### config.mk
export PLATFORM = sky130hd
export DESIGN_NAME = mem_access_sequencer
export DESIGN_NICKNAME = d
export VERILOG_FILES = /design/src/rtl/config_pkg.sv /design/src/rtl/mem_pkg.sv /design/src/rtl/mem_load_align.sv /design/src/rtl/mem_access_sequencer.sv
export SDC_FILE = /design/constraint.sdc
export NUM_CORES = 1
export LEC_CHECK = 0
export ABC_AREA = 0
export BUFFER_PORTS_ARGS = -buffer_cell sky130_fd_sc_hd__buf_4
export CORE_MARGIN = 3
export CORE_UTILIZATION = 51
export CTS_BUF_LIST = sky130_fd_sc_hd__clkbuf_4
export DETAILED_ROUTE_END_ITERATION = 10
export GPL_ROUTABILITY_DRIVEN = 1
export GPL_TIMING_DRIVEN = 0
export PLACE_DENSITY = 0.79
export RECOVER_POWER = 25
export SETUP_SLACK_MARGIN = 0.2
export SLEW_MARGIN = 20
export SYNTH_ARGS = -nofsm -noshare
export SYNTH_HDL_FRONTEND = slang
export SYNTH_SLANG_ARGS = --single-unit
### constraint.sdc
create_clock -name clk -period 2.4 [get_ports clk]
set_input_delay 0.24 -clock clk [delete_from_list [all_inputs] [get_ports clk]]
set_output_delay 0.24 -clock clk [all_outputs]
set_load 0.01 [all_outputs]
### src/rtl/config_pkg.sv
// Data-memory geometry shared by the core and its memory port.
// Address width sets the byte address space; size follows from it.
package config_pkg;
  localparam int DMemAddrWidth = 12;
  localparam int DMemSize = 1 << DMemAddrWidth;
endpackage

### src/rtl/mem_pkg.sv
// Memory-port width encodings and sequencer state type.
// Encoding 2'b11 is not a legal width and is rejected by the sequencer.
package mem_pkg;
  typedef enum logic [1:0] {
    BYTE     = 2'b00,
    HALFWORD = 2'b01,
    WORD     = 2'b10
  } mem_width_t;

  typedef enum logic [1:0] {
    IDLE   = 2'b00,
    ACCESS = 2'b01,
    RESP   = 2'b10
  } seq_state_t;
endpackage

### src/rtl/mem_load_align.sv
// Packs up to four little-endian bytes into a load result,
// sign- or zero-extending above the top byte of the given width.
module mem_load_align
  import mem_pkg::*;
(
  input  logic [31:0] bytes_i,
  input  mem_width_t  width_i,
  input  logic        sext_i,
  output logic [31:0] data_o
);
  logic fill_b;
  logic fill_h;

  assign fill_b = sext_i & bytes_i[7];
  assign fill_h = sext_i & bytes_i[15];

  // Width-dependent extension of the assembled bytes.
  always_comb begin
    data_o = bytes_i;
    unique case (1'b1)
      width_i == BYTE:
        data_o = {{24{fill_b}}, bytes_i[7:0]};
      width_i == HALFWORD:
        data_o = {{16{fill_h}}, bytes_i[15:0]};
      default:
        data_o = bytes_i;
    endcase
  end
endmodule

### src/rtl/mem_access_sequencer.sv
// Load/store initiator for the data-memory port. Aligned requests
// take one access; misaligned ones are split into byte beats.
module mem_access_sequencer
  import mem_pkg::*;
  import config_pkg::*;
#(
  parameter bit SplitEnable = 1'b1
) (
  input  logic                     clk,
  input  logic                     reset_n,
  input  logic                     req_valid,
  output logic                     req_ready,
  input  logic                     req_write,
  input  mem_width_t               req_width,
  input  logic                     req_sign_extend,
  input  logic [DMemAddrWidth-1:0] req_address,
  input  logic [31:0]              req_wdata,
  output logic                     rsp_valid,
  output logic [31:0]              rsp_rdata,
  output logic                     rsp_error,
  output logic                     mem_write_enable,
  output mem_width_t               mem_width,
  output logic                     mem_sign_extend,
  output logic [DMemAddrWidth-1:0] mem_address,
  output logic [31:0]              mem_data_in,
  input  logic [31:0]              mem_data_out,
  input  logic                     mem_alignment_error
);
  localparam int AW = DMemAddrWidth;

  seq_state_t        state_q;
  logic [1:0]        beat_q;
  logic [1:0]        last_q;
  logic              split_q;
  logic              write_q;
  mem_width_t        width_q;
  logic              sext_q;
  logic [AW-1:0]     addr_q;
  logic [3:0][7:0]   wdata_q;
  logic [3:0][7:0]   bytes_q;

  logic              misal;
  logic              width_ok;
  logic [1:0]        last_d;
  logic [1:0]        beat_d;
  logic [AW-1:0]     addr_d;
  logic [3:0][7:0]   bytes_d;
  logic [31:0]       split_rdata;

  assign req_ready = (state_q == IDLE);

  assign width_ok = (req_width == BYTE)
                  | (req_width == HALFWORD)
                  | (req_width == WORD);

  assign misal = ((req_width == HALFWORD) & req_address[0])
               | ((req_width == WORD) & (|req_address[1:0]));

  assign last_d = !misal ? 2'd0
                : (req_width == WORD) ? 2'd3 : 2'd1;

  assign beat_d = beat_q + 2'd1;
  assign addr_d = addr_q + AW'(beat_d);

  // Assembly buffer with the current beat's byte dropped in.
  always_comb begin
    bytes_d = bytes_q;
    bytes_d[beat_q] = mem_data_out[7:0];
  end

  mem_load_align u_align (
    .bytes_i (bytes_d),
    .width_i (width_q),
    .sext_i  (sext_q),
    .data_o  (split_rdata)
  );

  // Sequencer FSM with registered response and mem-port outputs.
  always_ff @(posedge clk or negedge reset_n) begin
    if (!reset_n) begin
      state_q          <= IDLE;
      beat_q           <= 2'd0;
      last_q           <= 2'd0;
      split_q          <= 1'b0;
      write_q          <= 1'b0;
      width_q          <= WORD;
      sext_q           <= 1'b0;
      addr_q           <= '0;
      wdata_q          <= '0;
      bytes_q          <= '0;
      rsp_valid        <= 1'b0;
      rsp_rdata        <= '0;
      rsp_error        <= 1'b0;
      mem_write_enable <= 1'b0;
      mem_width        <= WORD;
      mem_sign_extend  <= 1'b0;
      mem_address      <= '0;
      mem_data_in      <= '0;
    end else begin
      rsp_valid <= 1'b0;
      rsp_rdata <= '0;
      rsp_error <= 1'b0;
      unique case (state_q)
        IDLE: begin
          if (req_valid) begin
            write_q <= req_write;
            width_q <= req_width;
            sext_q  <= req_sign_extend;
            addr_q  <= req_address;
            wdata_q <= req_wdata;
            split_q <= misal;
            last_q  <= last_d;
            beat_q  <= 2'd0;
            bytes_q <= '0;
            if (!width_ok || (misal && !SplitEnable)) begin
              state_q   <= RESP;
              rsp_valid <= 1'b1;
              rsp_error <= 1'b1;
            end else begin
              state_q          <= ACCESS;
              mem_write_enable <= req_write;
              mem_address      <= req_address;
              mem_width        <= misal ? BYTE : req_width;
              mem_sign_extend  <= misal ? 1'b0
                                        : req_sign_extend;
              mem_data_in      <= misal
                                ? {24'd0, req_wdata[7:0]}
                                : req_wdata;
            end
          end
        end
        ACCESS: begin
          bytes_q <= bytes_d;
          if (beat_q == last_q) begin
            state_q          <= RESP;
            mem_write_enable <= 1'b0;
            rsp_valid        <= 1'b1;
            if (!write_q)
              rsp_rdata <= split_q ? split_rdata
                                   : mem_data_out;
          end else begin
            beat_q      <= beat_d;
            mem_address <= addr_d;
            mem_data_in <= {24'd0, wdata_q[beat_d]};
          end
        end
        RESP: state_q <= IDLE;
        default: state_q <= IDLE;
      endcase
    end
  end

  // Sequencer only ever presents naturally aligned beats.
  a_aligned: assert property (
    @(posedge clk) disable iff (!reset_n)
    (state_q == ACCESS) |-> !mem_alignment_error
  );
endmodule

**Yosys cells after proc, flatten, opt, wreduce, memory -nomap -nowiden**

Cells that the tools add are included.

- Shift-type cells: 0
- Mux-type cells: 41
- $mul: 0
- $lt $le $gt $ge: 3
- Bitwise logic cells: 7
- Add/subtract/negate cells: 2
- Reduce and logical (&&, ||, !) cells: 13
- Equal/unequal tests: 9
- Divide/modulo/power cells: 0

Operators by type and width:

| kind | count |
|---|---|
| 32-bit two-way mux | 9 |
| 32-bit one-hot mux with 2 select lines | 3 |
| 12-bit two-way mux | 3 |
| 32-bit bitwise mux | 1 |
| 12-bit one-hot mux with 2 select lines | 1 |
| 8-bit binary-select mux with 2-bit select | 1 |
| 8-bit demux with 2-bit select | 1 |
| 2-bit two-way mux | 8 |
| 8-bit two-way mux | 2 |
| 12-bit by 2-bit adder with 12-bit output | 1 |
| 1-bit two-way mux | 8 |
| 2-bit one-hot mux with 2 select lines | 2 |
| 4-bit AND reduction | 2 |
| 2-bit by 1-bit == test with 1-bit output (second input constant) | 3 |
| 2-bit zero test | 3 |
| 2-bit by 3-bit less-than comparator with 1-bit output (second input constant) | 2 |
| 2-bit inequality test (second input constant) | 3 |
| 2-bit AND reduction | 3 |
| 3-bit AND reduction | 2 |
| 1-bit AND | 4 |
| 1-bit one-hot mux with 2 select lines | 2 |
| 1-bit OR | 3 |
| 2-bit by 1-bit adder with 2-bit output (second input constant) | 1 |
| 2-bit == test | 1 |
| other kinds (6) | 6 |

- Input bits: 84
- Memories: 0
- Output and inout bits: 83
- Logic and storage cells: 99
- Bits in latches: 0
- Bits in writable memories: 0
- Bits in registers: 169
- Bits in read-only memories: 0

**Longest topological paths before layout**

Gate-level depths: netlist of the first run.

- Depth in word-level cells: 11
- Depth in mapped cells: 8
- Gate-level depth less buffers: 7

**By module**

A second synthesis of the first run with hierarchy kept.

- Cells, all modules: 792
- Area, all modules: 7951.4 um^2

Modules (own cells, without submodules):

| module | sequential area each (um^2) | area an instance (um^2) | instances | cells an instance |
|---|---|---|---|---|
| mem_access_sequencer | 4206.5 | 7566.0 | 1 | 726 |
| mem_load_align | 0.0 | 385.4 | 1 | 66 |

**Least setup slack after synthesis of the first run**

OpenSTA, ideal clock, no wires.

- Path type: reg2reg
- Start point: register beat_q[0]
- End point: register mem_address[9]
- Cell stages (with the launch flop): 9
- Required time: 2336 ps
- Library setup time: 64 ps
- Data arrival time: 2322 ps
- Setup slack: 13 ps
- Buffers on the path: 1
- Period minus slack after synthesis: 2387 ps
- Path through: dfrtp_1 buf_2 inv_1 ha_1 ha_1 a21oi_1 or4_1 a31oi_1 mux2_2

- Cells in the longest elaborated chain, start to end: 4
- Elaborated cells between the ends (all ways): 7
- Classes of those cells: add/sub (2); eq/ne (2); mux (2); reduce/logical (1)

Ends and longest elaborated chain:

| element | line | text |
|---|---|---|
| from (decl) | mem_access_sequencer.sv:32 | `logic [1:0] beat_q;` |
| from (signal assigned) | mem_access_sequencer.sv:142 | `beat_q <= beat_d;` |
| 2-bit by 1-bit adder with 2-bit output | mem_access_sequencer.sv:62 | `assign beat_d = beat_q + 2'd1;` |
| 12-bit by 2-bit adder with 12-bit output | mem_access_sequencer.sv:63 | `assign addr_d = addr_q + AW'(beat_d);` |
| 12-bit two-way mux | mem_access_sequencer.sv:134 | `if (beat_q == last_q) begin` |
| 12-bit one-hot mux with 2 select lines | mem_access_sequencer.sv:103 | `unique case (state_q)` |
| to (signal assigned) | mem_access_sequencer.sv:122 | `mem_address <= req_address;` |
| to (signal assigned) | mem_access_sequencer.sv:143 | `mem_address <= addr_d;` |
| to (decl) | mem_access_sequencer.sv:24 | `output logic [DMemAddrWidth-1:0] mem_address,` |

Several ways; a longest one is shown, not always the timed one. The select of a mux whose other input is x is not followed.
A chain may end at the register's enable or synchronous reset.

**Worst setup path in the final report of the first run**

- Start point: register beat_q[0]
- End point: register mem_address[7]

The elaborated chain is that of the path after synthesis.

==> impl_metrics.csv, run 1 <==
group,metric,value,unit
detailed_routing,drtIter0Drc,530,
cells_and_area,antenna_cells,0,
floorplanning,die_h,128,µm
timing,rsz0062_at_grt,"yes",
cells_and_area,finalNetCount,1087,
pwr,p_seq_share,36.8,%
pwr,comb_power_share,50.4,%
pwr,p_switching,0.00525,W
clock_network,cts_buffers,17,
setup_path,cp-start-kind,"register",
clock_network,clk_pin_slew_worst_paths,0.13,ns
cells_and_area,syn2layout_area_growth,34.3,%
pwr,ir_worst_vdd,0.702,mV
timing,clock.fmax,0.466,GHz
setup_path,path_buf_inv,2,
floorplanning,design.portCount,167,
detailed_routing,routedWlPerCell,18.3,µm
placed_design,dp_hpwl,14.2,mm
floorplanning,fp.dieArea,16300,µm²
pwr,p_int,0.00726,W
pwr,netSwitchingFraction,42.0,%
setup_path,critPathCaptureType,"register",
detailed_routing,vias,6689,
logic_synthesis,syn-cell-area,7540,µm²
pwr,p_per_area,1230,nW/µm²
cells_and_area,fillers,1035,
logic_synthesis,synth_edf_count,0,
setup_path,cp_data_required_time,2.92,ns
worst_hold_path,hp-class,"in -> reg",
detailed_routing,ant_nets,0,
detailed_routing,via_per_inst,5.63,
placed_design,io_buffers,163,
global_route,grt_pass1_vias,6713,
setup_path,crit_fanout,9,
setup_path,cp_slowest_cell,"or4_4",
pwr,power,0.0125,W
outcome,outcome,"finished, violations left",
pwr,leakagePower,4.87,nW
clock_network,root_buffer,"clkbuf_4",
logic_synthesis,avgSynthCellArea,10.2,µm²
logic_synthesis,yosysSeqAreaShare,55.8,%
logic_synthesis,yosys_register_bits,168,
clock_network,clk_latency,0.58,ns
timing,relSlewSlack,-17.3,%
clock_network,clockBufferDepth,2,
floorplanning,rows,43,
global_route,antenna_found_initial,0,
logic_synthesis,synth_flop_cell,"dfrtp_1",
global_route,grt.total_usage,27.3,%
setup_path,crit_type,"reg -> reg",
timing,fin_crit,2.15,ns
logic_synthesis,synthCells,740,
detailed_routing,drt_wl_total,21.8,mm
clock_network,cts_tree,"built",
floorplanning,dieWidth,128,µm
timing,worstMarginPinSlew,1.76,ns
setup_path,cp_common_cell,"ha_4",
global_route,grt_pass1_wl,34.7,mm
timing,fin_crit_sh,89.4,%
global_route,grt_max_degree,99,
floorplanning,core,14100,µm²
detailed_routing,drc,0,
global_route,grt_overflow,0,
clock_network,cts_sinks,168,
cells_and_area,regArea,4210,µm²
timing,tns,0,ns
logic_synthesis,async_reset_ff_share,100,%
logic_synthesis,synth_cell_types,50,
floorplanning,start_util,53.3,%
clock_network,h-tree-depth,4,
flow_run,cap_viol_max_count,1,
cells_and_area,drive_gt1_share,26.9,%
setup_path,worstPathArrival,2.66,ns
cells_and_area,multi_input_area,3170,µm²
setup_path,slowest_delay,0.49,ns
timing,worst_clock_skew,0.0190,ns
timing,setup_viol,0,
setup_path,crit_path_cell_trace,"buf_12 -> inv_4 -> ha_4 -> ha_4 -> a21oi_4 -> or4_4 -> a31oi_2 -> mux2_2",
logic_synthesis,synth_nets,831,
outcome,violations,"max-capacitance violations, max-slew violations",
logic_synthesis,yosysWarnings,0,
pwr,clkPwrFrac,12.8,%
setup_path,critical-path-top-delay-family,"adder cells",
timing,hold_violations,0,
placed_design,gp_congestion,0.855,
detailed_routing,drt-pass1-iter-count,5,
timing,slew_violations,71,
routing by layer:
layer	vias to the layer above	global-route usage (%)	share of wire [%]
met5	-	0	0
met4	0	10.4	2.8
met3	56	6.61	7.0
met2	290	46.7	51
met1	3295	33.6	39
li1	3048	-	-
stage by stage:
step / setup slack, ns / util [%] / hold WS (ns) / instance area (µm²) / std cells
floorplan: 0.214 / - / -0.0556 / 7560 / 740
global placement: -0.224 / 63.7 / 0.440 / 9010 / 1083
detailed placement: -0.250 / 63.9 / 0.234 / 9040 / 1084
CTS: 0.203 / 71.0 / 0.00165 / 10000 / 1185
global route: 0.165 / 71.6 / 0.00394 / 10100 / 1189
finish: 0.255 / 71.6 / 0.0204 / 10100 / 1189
flip-flops by register name (all words and copies together), names as in the netlist, 2 cells and up:
register,cells
width_q,2
wdata_q,32
mem_data_in,32
beat_q,2
addr_q,12
mem_width,2
rsp_rdata,32
bytes_q,32
mem_address,12
state_q,2
last_q,2
cells by family after synthesis:
group	share of synthesized area (%)
muxes	9.71
DFF	55.8
xor gates and xnor gates	0.697
and+or+nand+nor	17.0
buffers and inverters	3.47
AOI/OAI and AO/OA	12.1
adders and majority gates	1.26
tightest hold or removal path, cell delays in order:
cell	delay [ns]
buf_4	0.07
nor2b_1	0.11
a21oi_1	0.05
nor2_1	0.08
cells in the final DEF, fill, tap and decap left out, drive strengths merged, types with 4 or more instances in the layout:
| cell | count |
|---|---|
| a21oi | 25 |
| a22o | 34 |
| a31oi | 8 |
| buf | 184 |
| clkbuf | 56 |
| clkinv | 6 |
| dfrtp | 166 |
| dlygate4sd3 | 68 |
| ha | 6 |
| inv | 13 |
| mux2 | 17 |
| mux2i | 36 |
| mux4 | 8 |
| nand2 | 178 |
| nand3 | 23 |
| nor2 | 47 |
| nor2b | 19 |
| nor3 | 7 |
| o21ai | 59 |
| o31ai | 6 |
| or3 | 4 |
| or4 | 4 |
| xor2 | 4 |
path summary, 6_finish.rpt:
kind	depth (start not counted)	start	endpoint	slack (ns)
worst max-delay path	8	beat_q[0]	mem_address[7]	0.25
worst min-delay path	4	mem_data_out[28]	rsp_rdata[28]	0.02
worst max register to register	8	beat_q[0]	mem_address[7]	0.25
worst min register to register	2	wdata_q[23]	wdata_q[23]	0.49
max in group asynchronous	3	reset_n	mem_address[10]	0.50
min in group asynchronous	2	reset_n	rsp_rdata[19]	0.68
power by group through the flow:
stage / clock network [W] / registers [W] / logic, W
after floorplan: 0 / 0.00469 / 0.00358
after global placement: 0 / 0.00458 / 0.00568
after detailed placement: 0 / 0.00461 / 0.00582
after CTS: 0.00161 / 0.00457 / 0.00604
after global routing: 0.00174 / 0.00472 / 0.00691
final: 0.00160 / 0.00460 / 0.00631
synthesized netlist by cell type (all sizes together), types with 4 or more instances:
cell    count  area share [%]
nand2     178             8.9
dfrtp     166              55
o21ai      59             3.9
nor2       47             2.3
mux2i      36             4.8
clkbuf     35             1.7
a22o       34             3.9
a21oi      25             1.7
nand3      23             1.5
nor2b      19             1.6
buf        17             1.3
mux2       17             2.5
inv         9            0.45
a31oi       8            0.66
mux4        8             2.4
nor3        7            0.80
ha          6             1.0
o31ai       6            0.66
or3         4            0.40
or4         4            0.40
xor2        4            0.46
area by class of cell:
| class | instances | share of cell area, % |
|---|---|---|
| clock inverters | 13 | 1.21 |
| well taps | 180 | 2.22 |
| multi-input cells | 511 | 31.3 |
| flip-flops and latches | 168 | 41.5 |
| clock buffers | 19 | 1.41 |
| plain buffers | 52 | 2.54 |
| repair buffers | 237 | 19.4 |
| inverters | 9 | 0.358 |
timing repair:
| item | 4_1_cts | 5_1_grt |
|---|---|---|
| endpoints found under the setup margin | 52 | 33 |
| hold endpoints to repair | 181 | 0 |
| resized for setup | 14 | 18 |
| setup buffers | 1 | 4 |
| hold buffers | 68 | 0 |
| pin swaps | 1 | 4 |
Power figures use the tool's default switching activity.
==> inputs of run 2 (changes only) <==
--- a/config.mk
+++ b/config.mk
@@ -8,12 +8,12 @@
 export ABC_AREA = 0
 export BUFFER_PORTS_ARGS = -buffer_cell sky130_fd_sc_hd__buf_4
 export CORE_MARGIN = 3
-export CORE_UTILIZATION = 51
+export CORE_UTILIZATION = 50
 export CTS_BUF_LIST = sky130_fd_sc_hd__clkbuf_4
 export DETAILED_ROUTE_END_ITERATION = 10
 export GPL_ROUTABILITY_DRIVEN = 1
 export GPL_TIMING_DRIVEN = 0
-export PLACE_DENSITY = 0.79
+export PLACE_DENSITY = 0.77
 export RECOVER_POWER = 25
 export SETUP_SLACK_MARGIN = 0.2
 export SLEW_MARGIN = 20
==> run 2 against run 1 <==
  * The run still ends with max-capacitance violations, max-slew violations left
  * Clock skew fell by 0.00063 ns
  * Worst hold slack improved by 0.0037 ns
  * Highest routed layer unchanged
  * Clock power fell by 8%
  * Utilization fell by 1.7 points
  * Maximum frequency fell by 1.2%
  * Critical path type unchanged
  * Setup slack got worse by 0.026 ns
  * Cell count rose by 1.0%
  * Design area rose by 1.0%
  * First-iteration DRC count fell by 1.5%
  * Non-clock buffer count rose by 7
  * Critical endpoint is now mem_address[9]
==> impl_metrics.csv, run 2 (synthesis results as in run 1) <==
group,metric,value,unit
outcome,outcome,"finished, violations left",
outcome,violations,"max-capacitance violations, max-slew violations",
timing,relSlewSlack,-21.6,%
clock_network,h-tree-depth,4,
pwr,p_per_area,1220,nW/µm²
global_route,grt.total_usage,26.0,%
global_route,grt_pass1_wl,33.5,mm
global_route,antenna_found_initial,1,
pwr,leakagePower,4.89,nW
cells_and_area,finalNetCount,1094,
placed_design,gp_congestion,0.857,
timing,rsz0062_at_grt,"yes",
detailed_routing,drtIter0Drc,522,
clock_network,clockBufferDepth,2,
cells_and_area,final_cell_area,10200,µm²
placed_design,place_area,9050,µm²
floorplanning,design.portCount,167,
clock_network,cts_sinks,168,
cells_and_area,layout_common_cells,"nand2_1, buf_4, dfrtp_1",
placed_design,dp_hpwl,14.1,mm
floorplanning,dieWidth,129,µm
detailed_routing,drt-pass1-iter-count,6,
clock_network,clk_latency,0.58,ns
timing,hold_violations,0,
timing,fin_crit_sh,90.5,%
clock_network,root_buffer,"clkbuf_4",
timing,clock.fmax,0.461,GHz
timing,setup_viol,0,
timing,slew_violations,81,
placed_design,io_buffers,163,
detailed_routing,ant_nets,0,
detailed_routing,via_per_inst,5.49,
pwr,clkPwrFrac,11.8,%
pwr,p_switching,0.00527,W
cells_and_area,regArea,4210,µm²
floorplanning,die_h,129,µm
detailed_routing,vias,6595,
placed_design,dp_slack,-0.224,ns
cells_and_area,final_common_cell,"nand2_1",
setup_path,cp-start-kind,"register",
setup_path,critPathCaptureType,"register",
floorplanning,rows,44,
detailed_routing,routedWlPerCell,17.9,µm
clock_network,clk_pin_slew_worst_paths,0.14,ns
clock_network,cts_buffers,17,
floorplanning,start_util,51.5,%
floorplanning,fp.dieArea,16600,µm²
pwr,ir_worst_vdd,0.600,mV
pwr,comb_power_share,51.2,%
setup_path,crit_type,"reg -> reg",
clock_network,cts_tree,"built",
detailed_routing,drt_wl_total,21.5,mm
pwr,p_int,0.00719,W
worst_hold_path,hp-class,"in -> reg",
floorplanning,core,14600,µm²
cells_and_area,final_cells,1201,
flow_run,cap_viol_max_count,1,
cells_and_area,fillers,1126,
cells_and_area,multi_input_area,3230,µm²
global_route,grt_pass1_vias,6540,
timing,worst_clock_skew,0.0184,ns
cells_and_area,syn2layout_area_growth,35.7,%
global_route,grt_max_degree,89,
pwr,p_seq_share,37.0,%
cells_and_area,drive_gt1_share,27.2,%
timing,worstMarginPinSlew,1.82,ns
setup_path,worstPathArrival,2.70,ns
timing,fin_crit,2.17,ns
pwr,netSwitchingFraction,42.3,%
timing,setup_ws,0.229,ns
setup_path,cp_data_required_time,2.93,ns
detailed_routing,drc,0,
global_route,grt_overflow,0,
placed_design,dpl.cell_count,1088,
setup_path,crit_fanout,9,
## run 2: power by group through the flow
stage | Combinational, W | Clock, W | Sequential [W]
finish | 0.00638 | 0.00147 | 0.00460
global placement | 0.00570 | 0 | 0.00458
global route | 0.00699 | 0.00160 | 0.00472
detailed placement | 0.00583 | 0 | 0.00462
floorplan | 0.00358 | 0 | 0.00469
CTS | 0.00608 | 0.00149 | 0.00456
## run 2: path summary, 6_finish.rpt
| kind | startpoint | depth (start not counted) | slack [ns] | end |
|---|---|---|---|---|
| worst min register to register | wdata_q[18] | 2 | 0.49 | wdata_q[18] |
| min in group asynchronous | reset_n | 2 | 0.72 | rsp_rdata[25] |
| worst max register to register | beat_q[0] | 8 | 0.23 | mem_address[9] |
| max in group asynchronous | reset_n | 3 | 0.46 | width_q[1] |
| worst min-delay path | mem_data_out[30] | 4 | 0.02 | rsp_rdata[30] |
| worst max-delay path | beat_q[0] | 8 | 0.23 | mem_address[9] |
## run 2: metrics by stage
stage | hold WS, ns | TNS, ns | power (W) | utilization, %
CTS | 0.000249 | 0 | 0.0121 | 69.0
global placement | 0.439 | -2.76 | 0.0103 | 61.5
floorplan | -0.0556 | 0 | 0.00827 | -
global route | 0.0317 | 0 | 0.0133 | 69.9
detailed placement | 0.276 | -3.11 | 0.0104 | 61.8
finish | 0.0241 | 0 | 0.0125 | 69.9
## run 2: final cells by class
class                   instances  area share (%)
flip-flops and latches        168            41.1
multi-input cells             511            31.5
repair buffers                244            19.9
plain buffers                  52            2.47
well taps                     184            2.25
clock buffers                  18            1.32
clock inverters                14            1.00
inverters                       9           0.367
diodes                          1          0.0245
## run 2: metal layers
metal	global-route usage (%)	up-vias	wire length (µm)
met3	6.48	57	1460
met1	33.2	3212	8620
met4	11.1	0	706
met5	0	-	0
li1	-	3064	-
met2	42.5	262	10700
## run 2: repair_timing
item | CTS | global route
pin swaps | 3 | 6
endpoints found under the hold margin | 197 | 0
setup buffers | 4 | 1
gates resized for setup | 12 | 30
hold buffers | 75 | 0
setup endpoints to repair | 52 | 50
## run 2: critical path: stages (launching register included)
cell and delay [ns]:
dfrtp_2 0.46, buf_12 0.13, clkinvlp_4 0.10, ha_4 0.23
ha_4 0.28, a21oi_4 0.08, or4_4 0.50, a31oi_4 0.18
mux2_2 0.16
